==> src/rtl/debug_data_receiver_if.sv <==
// debug_data_receiver_if
//   Bundles the serial link from the debug data sender, the consumer
//   handshake and the receiver status flags into one interface.
//
//   Signals:
//     sin        serial data, MSB of the frame first
//     sync_in    high for exactly the first bit of a frame
//     data_ack   consumer takes the held frame when high with data_valid
//     data       last completed frame, data[FRAME_BITS-1] = first bit
//     data_valid data holds a frame the consumer has not taken yet
//     busy       frame reception in progress
//     frame_err  one-cycle pulse: sync_in arrived in the middle of a frame
//     overrun    sticky: a completed frame was dropped
//
//   Modports:
//     master  sender/consumer side (drives sin, sync_in, data_ack)
//     slave   receiver side (drives data and status)
interface debug_data_receiver_if #(
  parameter int FRAME_BITS = 40
);
  logic                  sin;
  logic                  sync_in;
  logic                  data_ack;
  logic [FRAME_BITS-1:0] data;
  logic                  data_valid;
  logic                  busy;
  logic                  frame_err;
  logic                  overrun;

  modport master (
    output sin,
    output sync_in,
    output data_ack,
    input  data,
    input  data_valid,
    input  busy,
    input  frame_err,
    input  overrun
  );

  modport slave (
    input  sin,
    input  sync_in,
    input  data_ack,
    output data,
    output data_valid,
    output busy,
    output frame_err,
    output overrun
  );
endinterface

==> src/rtl/debug_data_receiver.sv <==
// debug_data_receiver
//   Deserialises frames from the debug data sender. A frame is FRAME_BITS
//   bits, MSB first, with sync_in marking the first bit. The completed frame
//   is presented on data/data_valid on the same edge that samples its last
//   bit and is held until the consumer acknowledges it.
//
//   Ports:
//     clk    sole clock; the sender drives the link on the falling edge,
//            so the inputs are sampled directly without synchronisers
//     rst_n  synchronous active-low reset
//     rx     debug_data_receiver_if.slave (link, handshake, status)
//
//   Parameters:
//     FRAME_BITS  payload bits per frame
//     CNT_W       bit counter width, 2**CNT_W must exceed FRAME_BITS
//
//   state | meaning
//   ------+-----------------------------------------------------------
//   IDLE  | waiting for sync_in; sin ignored (sender trailing gap)
//   SHIFT | collecting frame bits; cnt_q = bits sampled so far
module debug_data_receiver #(
  parameter int FRAME_BITS = 40,
  parameter int CNT_W      = 6
) (
  input logic                  clk,
  input logic                  rst_n,
  debug_data_receiver_if.slave rx
);

  typedef enum logic {
    IDLE  = 1'b0,
    SHIFT = 1'b1
  } state_t;

  localparam logic [CNT_W-1:0] ONE_CNT  = CNT_W'(1);
  localparam logic [CNT_W-1:0] LAST_CNT = CNT_W'(FRAME_BITS - 1);
  localparam logic [CNT_W-1:0] FULL_CNT = CNT_W'(FRAME_BITS);

  state_t                state_q, state_d;
  logic [CNT_W-1:0]      cnt_q, cnt_d;
  logic [FRAME_BITS-1:0] shift_q, shift_d;
  logic [FRAME_BITS-1:0] data_q, data_d;
  logic                  valid_q, valid_d;
  logic                  err_q, err_d;
  logic                  ovr_q, ovr_d;
  logic                  loading;
  logic                  complete;

  always_ff @(posedge clk) begin
    if (!rst_n) begin
      state_q <= IDLE;
      cnt_q   <= '0;
      shift_q <= '0;
      data_q  <= '0;
      valid_q <= 1'b0;
      err_q   <= 1'b0;
      ovr_q   <= 1'b0;
    end else begin
      state_q <= state_d;
      cnt_q   <= cnt_d;
      shift_q <= shift_d;
      data_q  <= data_d;
      valid_q <= valid_d;
      err_q   <= err_d;
      ovr_q   <= ovr_d;
    end
  end

  always_comb begin
    state_d  = state_q;
    cnt_d    = cnt_q;
    shift_d  = shift_q;
    err_d    = 1'b0;
    loading  = 1'b0;
    complete = 1'b0;
    data_d   = data_q;
    valid_d  = valid_q;
    ovr_d    = ovr_q;

    case (state_q)
      IDLE: begin
        if (rx.sync_in) begin
          shift_d = FRAME_BITS'(rx.sin);
          cnt_d   = ONE_CNT;
          state_d = SHIFT;
          loading = 1'b1;
        end
      end
      SHIFT: begin
        loading = 1'b1;
        // A sync on the edge taking the last bit can only come from a
        // broken sender; finishing the frame wins over restarting.
        if (rx.sync_in && (cnt_q != LAST_CNT)) begin
          err_d   = 1'b1;
          shift_d = FRAME_BITS'(rx.sin);
          cnt_d   = ONE_CNT;
        end else begin
          shift_d = (shift_q << 1) | FRAME_BITS'(rx.sin);
          cnt_d   = cnt_q + ONE_CNT;
        end
      end
    endcase

    // Decided on the next counter value so that a frame completes on the
    // very edge that samples its last bit.
    if (loading && (cnt_d == FULL_CNT)) begin
      complete = 1'b1;
      state_d  = IDLE;
    end

    if (complete) begin
      // An ack on the completion edge frees the holding register in time
      // for the new frame, so nothing is lost.
      if (!valid_q || rx.data_ack) begin
        data_d  = shift_d;
        valid_d = 1'b1;
      end else begin
        ovr_d = 1'b1;
      end
    end else if (valid_q && rx.data_ack) begin
      valid_d = 1'b0;
    end
  end

  assign rx.data       = data_q;
  assign rx.data_valid = valid_q;
  assign rx.busy       = (state_q == SHIFT);
  assign rx.frame_err  = err_q;
  assign rx.overrun    = ovr_q;

endmodule

==> src/flat_wrapper.sv <==
// flat-port wrapper written by rule: the top's interface ports become plain ports
module debug_data_receiver_flat 
#(
  parameter int FRAME_BITS = 40,
  parameter int CNT_W      = 6
)
  (clk, rst_n, rx_sin, rx_sync_in, rx_data_ack, rx_data, rx_data_valid, rx_busy, rx_frame_err, rx_overrun);
  debug_data_receiver_if #(.FRAME_BITS(FRAME_BITS)) rx_i ();
  input logic clk;
  input logic rst_n;
  input wire logic [$bits(rx_i.sin)-1:0] rx_sin;
  input wire logic [$bits(rx_i.sync_in)-1:0] rx_sync_in;
  input wire logic [$bits(rx_i.data_ack)-1:0] rx_data_ack;
  output wire logic [$bits(rx_i.data)-1:0] rx_data;
  output wire logic [$bits(rx_i.data_valid)-1:0] rx_data_valid;
  output wire logic [$bits(rx_i.busy)-1:0] rx_busy;
  output wire logic [$bits(rx_i.frame_err)-1:0] rx_frame_err;
  output wire logic [$bits(rx_i.overrun)-1:0] rx_overrun;
  assign rx_i.sin = rx_sin;
  assign rx_i.sync_in = rx_sync_in;
  assign rx_i.data_ack = rx_data_ack;
  assign rx_data = rx_i.data;
  assign rx_data_valid = rx_i.data_valid;
  assign rx_busy = rx_i.busy;
  assign rx_frame_err = rx_i.frame_err;
  assign rx_overrun = rx_i.overrun;
  debug_data_receiver #(.FRAME_BITS(FRAME_BITS), .CNT_W(CNT_W)) u_core (.clk(clk), .rst_n(rst_n), .rx(rx_i));
endmodule
==> config.mk <==
export PLATFORM = sky130hd
export DESIGN_NAME = debug_data_receiver_flat
export DESIGN_NICKNAME = d
export VERILOG_FILES = /design/src/rtl/debug_data_receiver_if.sv /design/src/rtl/debug_data_receiver.sv /design/src/flat_wrapper.sv
export SDC_FILE = /design/constraint.sdc
export NUM_CORES = 1
export LEC_CHECK = 0
export ABC_AREA = 1
export CAP_MARGIN = 30
export CORE_UTILIZATION = 55
export DETAILED_ROUTE_END_ITERATION = 6
export PLACE_DENSITY = 0.83
export SLEW_MARGIN = 40
export SYNTH_ARGS = -nofsm -noshare
export SYNTH_HDL_FRONTEND = slang
export SYNTH_SLANG_ARGS = --single-unit
==> constraint.sdc <==
create_clock -name clk -period 2.4 [get_ports clk]
set_input_delay 0.24 -clock clk [delete_from_list [all_inputs] [get_ports clk]]
set_output_delay 0.24 -clock clk [all_outputs]
set_load 0.05 [all_outputs]
# Word level (Yosys, flattened, before mapping)
# Cells that the tools add are included.
[totals]
register_bits = 90
input_bits = 5
output_inout_bits = 44
[op_classes]
add_sub_neg = 1
n_eq_ne = 3
mux = 14
n_bitwise = 4
reduce_logical = 11
[op_table]
columns = ["cell", "count"]
rows = [
  ["$mux 40", 2],
  ["$pmux 40 s2", 1],
  ["$or 40x1->40", 1],
  ["$mux 6", 2],
  ["$pmux 6 s2", 1],
  ["$reduce_and 2->1", 4],
  ["$mux 1", 7],
  ["$add 6x1->6 const B", 1],
  ["$eq 6x6->1 const B", 1],
  ["$ne 6x6->1 const B", 1],
  ["$logic_and 1x1->1", 3],
  ["$not 1->1", 3],
  ["$ne 2x2->1 const B", 1],
  ["$pmux 1 s2", 1],
  ["$reduce_bool 2->1", 1],
  ["$reduce_or 2->1", 1],
  ["$logic_not 1->1", 1],
  ["$logic_or 1x1->1", 1],
]

# Logic depth before layout (Yosys ltp)
[depth]
word_depth = 9
mapped_depth = 15
mapped_depth_nobuf = 13

# Worst setup path before layout
# Ideal clock, no wire load.
[synth_path]
kind = "register -> register"
from = "register u_core.state_q (netlist: u_core.rx.busy)"
to = "register u_core.data_q[30] (netlist: u_core.rx.data[30])"
setup_time_ns = 0.117
arrival_ns = 1.870
t_required_ns = 2.283
slack_ns = 0.414
path_stages_with_launch = 12
cell_sequence = "dfxtp_1 -> inv_1 -> a21oi_4 -> nand2_1 -> nand2_1 -> nand3_2 -> nor2_4 -> buf_8 -> buf_8 -> nand3_2 -> nand2_1 -> nor2_1"
[synth_via]
elab_chain_cells = 6
elab_cells_between_ends = 8
classes_between = "eq/ne: 1; mux: 4; bitwise: 1; reduce/logical: 2"
[synth_lines]
columns = ["element", "line", "text"]
rows = [
  ["start, declared", "debug_data_receiver.sv:39", "state_t state_q, state_d;"],
  ["start signal, assigned", "debug_data_receiver.sv:59", "state_q <= state_d;"],
  ["$not 1->1", "debug_data_receiver.sv:80", "case (state_q)"],
  ["$pmux 6 s2", "debug_data_receiver.sv:80", ""],
  ["$eq 6x6->1", "debug_data_receiver.sv:106", "if (loading && (cnt_d == FULL_CNT)) begin"],
  ["$logic_and 1x1->1", "debug_data_receiver.sv:106", ""],
  ["$mux 1", "debug_data_receiver.sv:106", ""],
  ["$reduce_and 2->1 (no source line)", "--", ""],
  ["end signal, assigned", "debug_data_receiver.sv:62", "data_q <= data_d;"],
  ["end, declared", "debug_data_receiver.sv:42", "logic [FRAME_BITS-1:0] data_q, data_d;"],
]
# Parallel ways exist; a longest one is shown, timed or not.
# A chain may end at the register's enable or synchronous reset.

# Final worst setup path
[layout_path]
from = "register u_core.cnt_q[0]"
to = "register u_core.data_q[34] (netlist: u_core.rx.data[34])"
[layout_via]
elab_chain_cells = 8
elab_cells_between_ends = 12
classes_between = "add/sub: 1; eq/ne: 2; mux: 6; reduce/logical: 3"
[layout_lines]
columns = ["element", "line", "text"]
rows = [
  ["start, declared", "debug_data_receiver.sv:40", "logic [CNT_W-1:0] cnt_q, cnt_d;"],
  ["start signal, assigned", "debug_data_receiver.sv:60", "cnt_q <= cnt_d;"],
  ["parallel branches: the longest is 8 deep, another holds $add 6x1->6", "--", ""],
]
# Parallel ways; which one is timed is not known.

==> results.md <==
* DRT antenna net count at 0
* Worst flop-to-flop path startpoint: u_core.cnt_q[0]$_SDFF_PN0_
* CP max stage delay at ~0.41 ns
* Most common flop cell mapped by yosys: dfxtp_1
* Status: completed
* Number of flops mapped to enable cells by yosys at 0
* Critical Path, Cell by Cell: ha_1 -> nand2_1 -> inv_2 -> nand3_4 -> a21oi_4 -> nand2_1 -> nand2_1 -> nand3_2 -> nor2_4 -> buf_12 -> nand3_2 -> nand2_1 -> nor2_1
* Share of cells above drive strength 1 at 0.0965
* Area contributors post-synth: dfxtp_1 (47%), nor2_1 (9.0%), inv_1 (8.4%)
* Fin. max-slew vios at 0
* Clock skew at between 0.008 and 0.009 ns
* Crit path top cell by count: nand2_1
* Die Ht at ~86 um
* Arr. time, crit path at approximately 2.4 ns
* Clock Tree Root: clkbuf_8
* Leading area contributor after synthesis: dfxtp_1
* Seq cells post-synth at 90
* Fin Setup TNS at 0 ns
* Slowest-stage cell, CP: dfxtp_1
* Setup crit end kind: flop
* Syn Area/Cell at roughly 7.5 um2
* Post-CTS Setup Bufs at 0
* Post-CTS sizing at 0
* CTS clk-pin slew, worst paths at about 0.09 ns
* Total of max-cap violations at 0
* Peak Freq at about 0.48 GHz
* WL/cell at around 12 um
* Post-Syn Instances at a little over 500
* Worst reg2reg path depth at 13
* Chip width at between 80 and 90 um
* Peak supply drop at between 300 and 400 uV
* Final period util at 0.867
* TritonCTS clock tree: built
* Ys async rst share at 0
* Synth Area in Simple Gates at 0.248
* Delay-heaviest family, CP: simple AND/OR/NAND/NOR gates
* Routed wire length at between 7000 and 8000 um
* Req. time, crit path at between 2 and 3 ns
* XOR/XNOR share of the synthesized area at 0
* Clk_lat worst skew at 0.37 ns
* Internal reg-to-reg setup slack at about 0.32 ns
* CTS hold repair buffers at 0
* Initial core utilization at 0.567
* Final Instance Area at roughly 4600 um2
* Worst setup SP type: flop
* Top-count cell post-synth: nor2_1
* R2R Path End: u_core.rx.data[34]$_SDFFE_PN0P_
* # nets final at 550
* Crit path kind: reg2reg
* Clock buffer count from CTS at 9
* DR iter-0 viols at between 150 and 200
* Placed inst area at 4340 um2
* Fin crit period at approximately 2.1 ns
* Hold EP: u_core.rx.data[11]$_SDFFE_PN0P_
* Vias at ~3300
* Grt ovf at 0
* Worst min path class: reg2reg
* # rows at 30
* CTS Sinks at 90
* Mapped Area at roughly 3900 um2
* Max-Slew Margin vs Limit at 0.568
* Hold_sp: u_core.rx.data[11]$_SDFFE_PN0P_
* Synth-to-layout area growth at 18.3%
* Power Density at around 600 nW/um2
* Vias in the first global route at between 3000 and 4000
* Area share of fa/ha/maj cells after synthesis at 0.00325
* Final hold violations at 0
* Clock Tree Buf Depth at 2
* Synth Warn # at 0
* LEAKAGE at about 1.6 nW
* Pre-antenna DRT Iters at 6
* Initial antenna violation count at 0
* Worst Path Buf+Inv at 2
* Synth top cells by count: nor2_1 (92), dfxtp_1 (90), inv_1 (86)
* # IOs at slightly below 50
* Die area at ~7300 um2
* DRC at 0
* CTS HTree Levels at 3
* Core box area at approximately 6800 um2
* Hold path cells at 2
* Largest family of logic cells by synthesized area: simple AND/OR/NAND/NOR gates
* Largest net degree at the start of global routing at 81
* Via/cell ratio at 5.11
* RSZ-0062 raised after global routing: false
* GRT Resource Usage Total at 0.228
* ANT cells at 0
* GP Congestion at slightly below 0.8
* DP HPWL at about 4700 um
* IO Port Bufs at 48
* Worst slew pin tran at about 0.65 ns
* Critical-path maximum fanout at 41
* Final setup viols at 0
* Seq/Total Area, Yosys at 0.468
* Syn_nets at 518
* First-pass GRT wire length at 13400 um
* Compound-Gate Fraction of Synth Area at 0.134
* Synth unique cells at 26
* Post-synthesis mux area share at 0
* Top cell type's share of synthesized area at 0.468
[tightest hold or removal path: cells and delay by family (launching register included)]
family / cells / cell delay, ns
simple gates: 1 / 0.08
flops: 1 / 0.34
compound gates: 1 / 0.04
[layout make-up]
| type | instances | area [um2] |
|---|---|---|
| fillers | 555 | 2230 |
| flip-flops and latches | 90 | 1800 |
| multi-input cells | 297 | 1490 |
| repair buffers | 56 | 591 |
| inverters | 90 | 338 |
| clock buffers | 9 | 124 |
| well taps | 96 | 120 |
| clock inverters | 7 | 101 |
[power by group]
group	internal, mW	total, mW	leakage (nW)	switching (mW)
logic	0.0356	0.117	0.783	0.0817
registers	1.50	1.50	0.726	0.00622
clock network	0.595	1.16	0.106	0.564
[state kept, by name (all words and copies together) (netlist names)]
| register | cells |
|---|---|
| u_core.rx.busy | 1 |
| u_core.rx.data_valid | 1 |
| u_core.rx.data | 40 |
| u_core.rx.overrun | 1 |
| u_core.shift_q | 40 |
| u_core.cnt_q | 6 |
| u_core.rx.frame_err | 1 |
[metrics by stage]
stage          utilization  power (mW)  setup WS [ns]  instances  hold slack, ns
2_1_floorplan            -        1.62          0.414        512           0.418
3_3_place_gp         0.638        1.65          0.264        629           0.451
3_5_place_dp         0.638        1.65          0.216        629           0.469
4_1_cts              0.671        2.79          0.321        645           0.493
5_1_grt              0.671        2.86         0.0842        645           0.517
6_report             0.671        2.78          0.318        645           0.489
[placed cells by master, fill, tap and decap left out]
master / netlist / routed
nand3_1: 35 / 35
o21ai_0: 2 / 2
buf_4: 1 / 4
nor2_1: 92 / 92
ha_1: 1 / 1
inv_2: 4 / 4
inv_1: 86 / 86
dfxtp_1: 90 / 90
a21oi_4: 1 / 1
nand3_4: 1 / 1
buf_12: 1 / 4
o22ai_1: 38 / 38
clkdlybuf4s50_1: 0 / 48
bufinv_16: 0 / 2
a21oi_2: 7 / 7
clkinv_4: 0 / 1
nor3_1: 4 / 4
or2_1: 1 / 1
clkbuf_8: 0 / 9
nand2_1: 59 / 59
nand2_2: 1 / 1
nor2_4: 2 / 2
nand4_1: 2 / 2
a21oi_1: 38 / 38
inv_6: 0 / 2
clkinvlp_4: 0 / 2
nand3_2: 13 / 13
[worst max path at each step]
| stage | slack [ns] | depth (start not counted) | end | start |
|---|---|---|---|---|
| floorplan | 0.41 | 11 | u_core.rx.data[30]$_SDFFE_PN0P_ | u_core.rx.busy$_SDFF_PP0_ |
| global placement | 0.26 | 11 | u_core.rx.data[39]$_SDFFE_PN0P_ | rx_sync_in |
| detailed placement | 0.22 | 11 | u_core.rx.data[4]$_SDFFE_PN0P_ | rx_sync_in |
| CTS | 0.32 | 13 | u_core.rx.data[8]$_SDFFE_PN0P_ | u_core.cnt_q[0]$_SDFF_PN0_ |
| global route | 0.08 | 13 | u_core.rx.data[4]$_SDFFE_PN0P_ | u_core.cnt_q[0]$_SDFF_PN0_ |
| finish | 0.32 | 13 | u_core.rx.data[34]$_SDFFE_PN0P_ | u_core.cnt_q[0]$_SDFF_PN0_ |
[cells by family after synthesis]
family | count (synthesis)
AO/OA/AOI/OAI | 86
adder cells (fa/ha/maj) | 1
buffers and inverters | 125
flip-flops | 90
AND/OR/NAND/NOR | 210
[per-layer routing]
layer  up-vias  GRT usage  share of wire
met3        16     0.0491          0.042
met4         0     0.0909          0.020
met1      1524      0.277           0.46
met5         -          0              0
li1       1678          -              -
met2        80      0.395           0.48
Power figures use the tool's default switching activity.
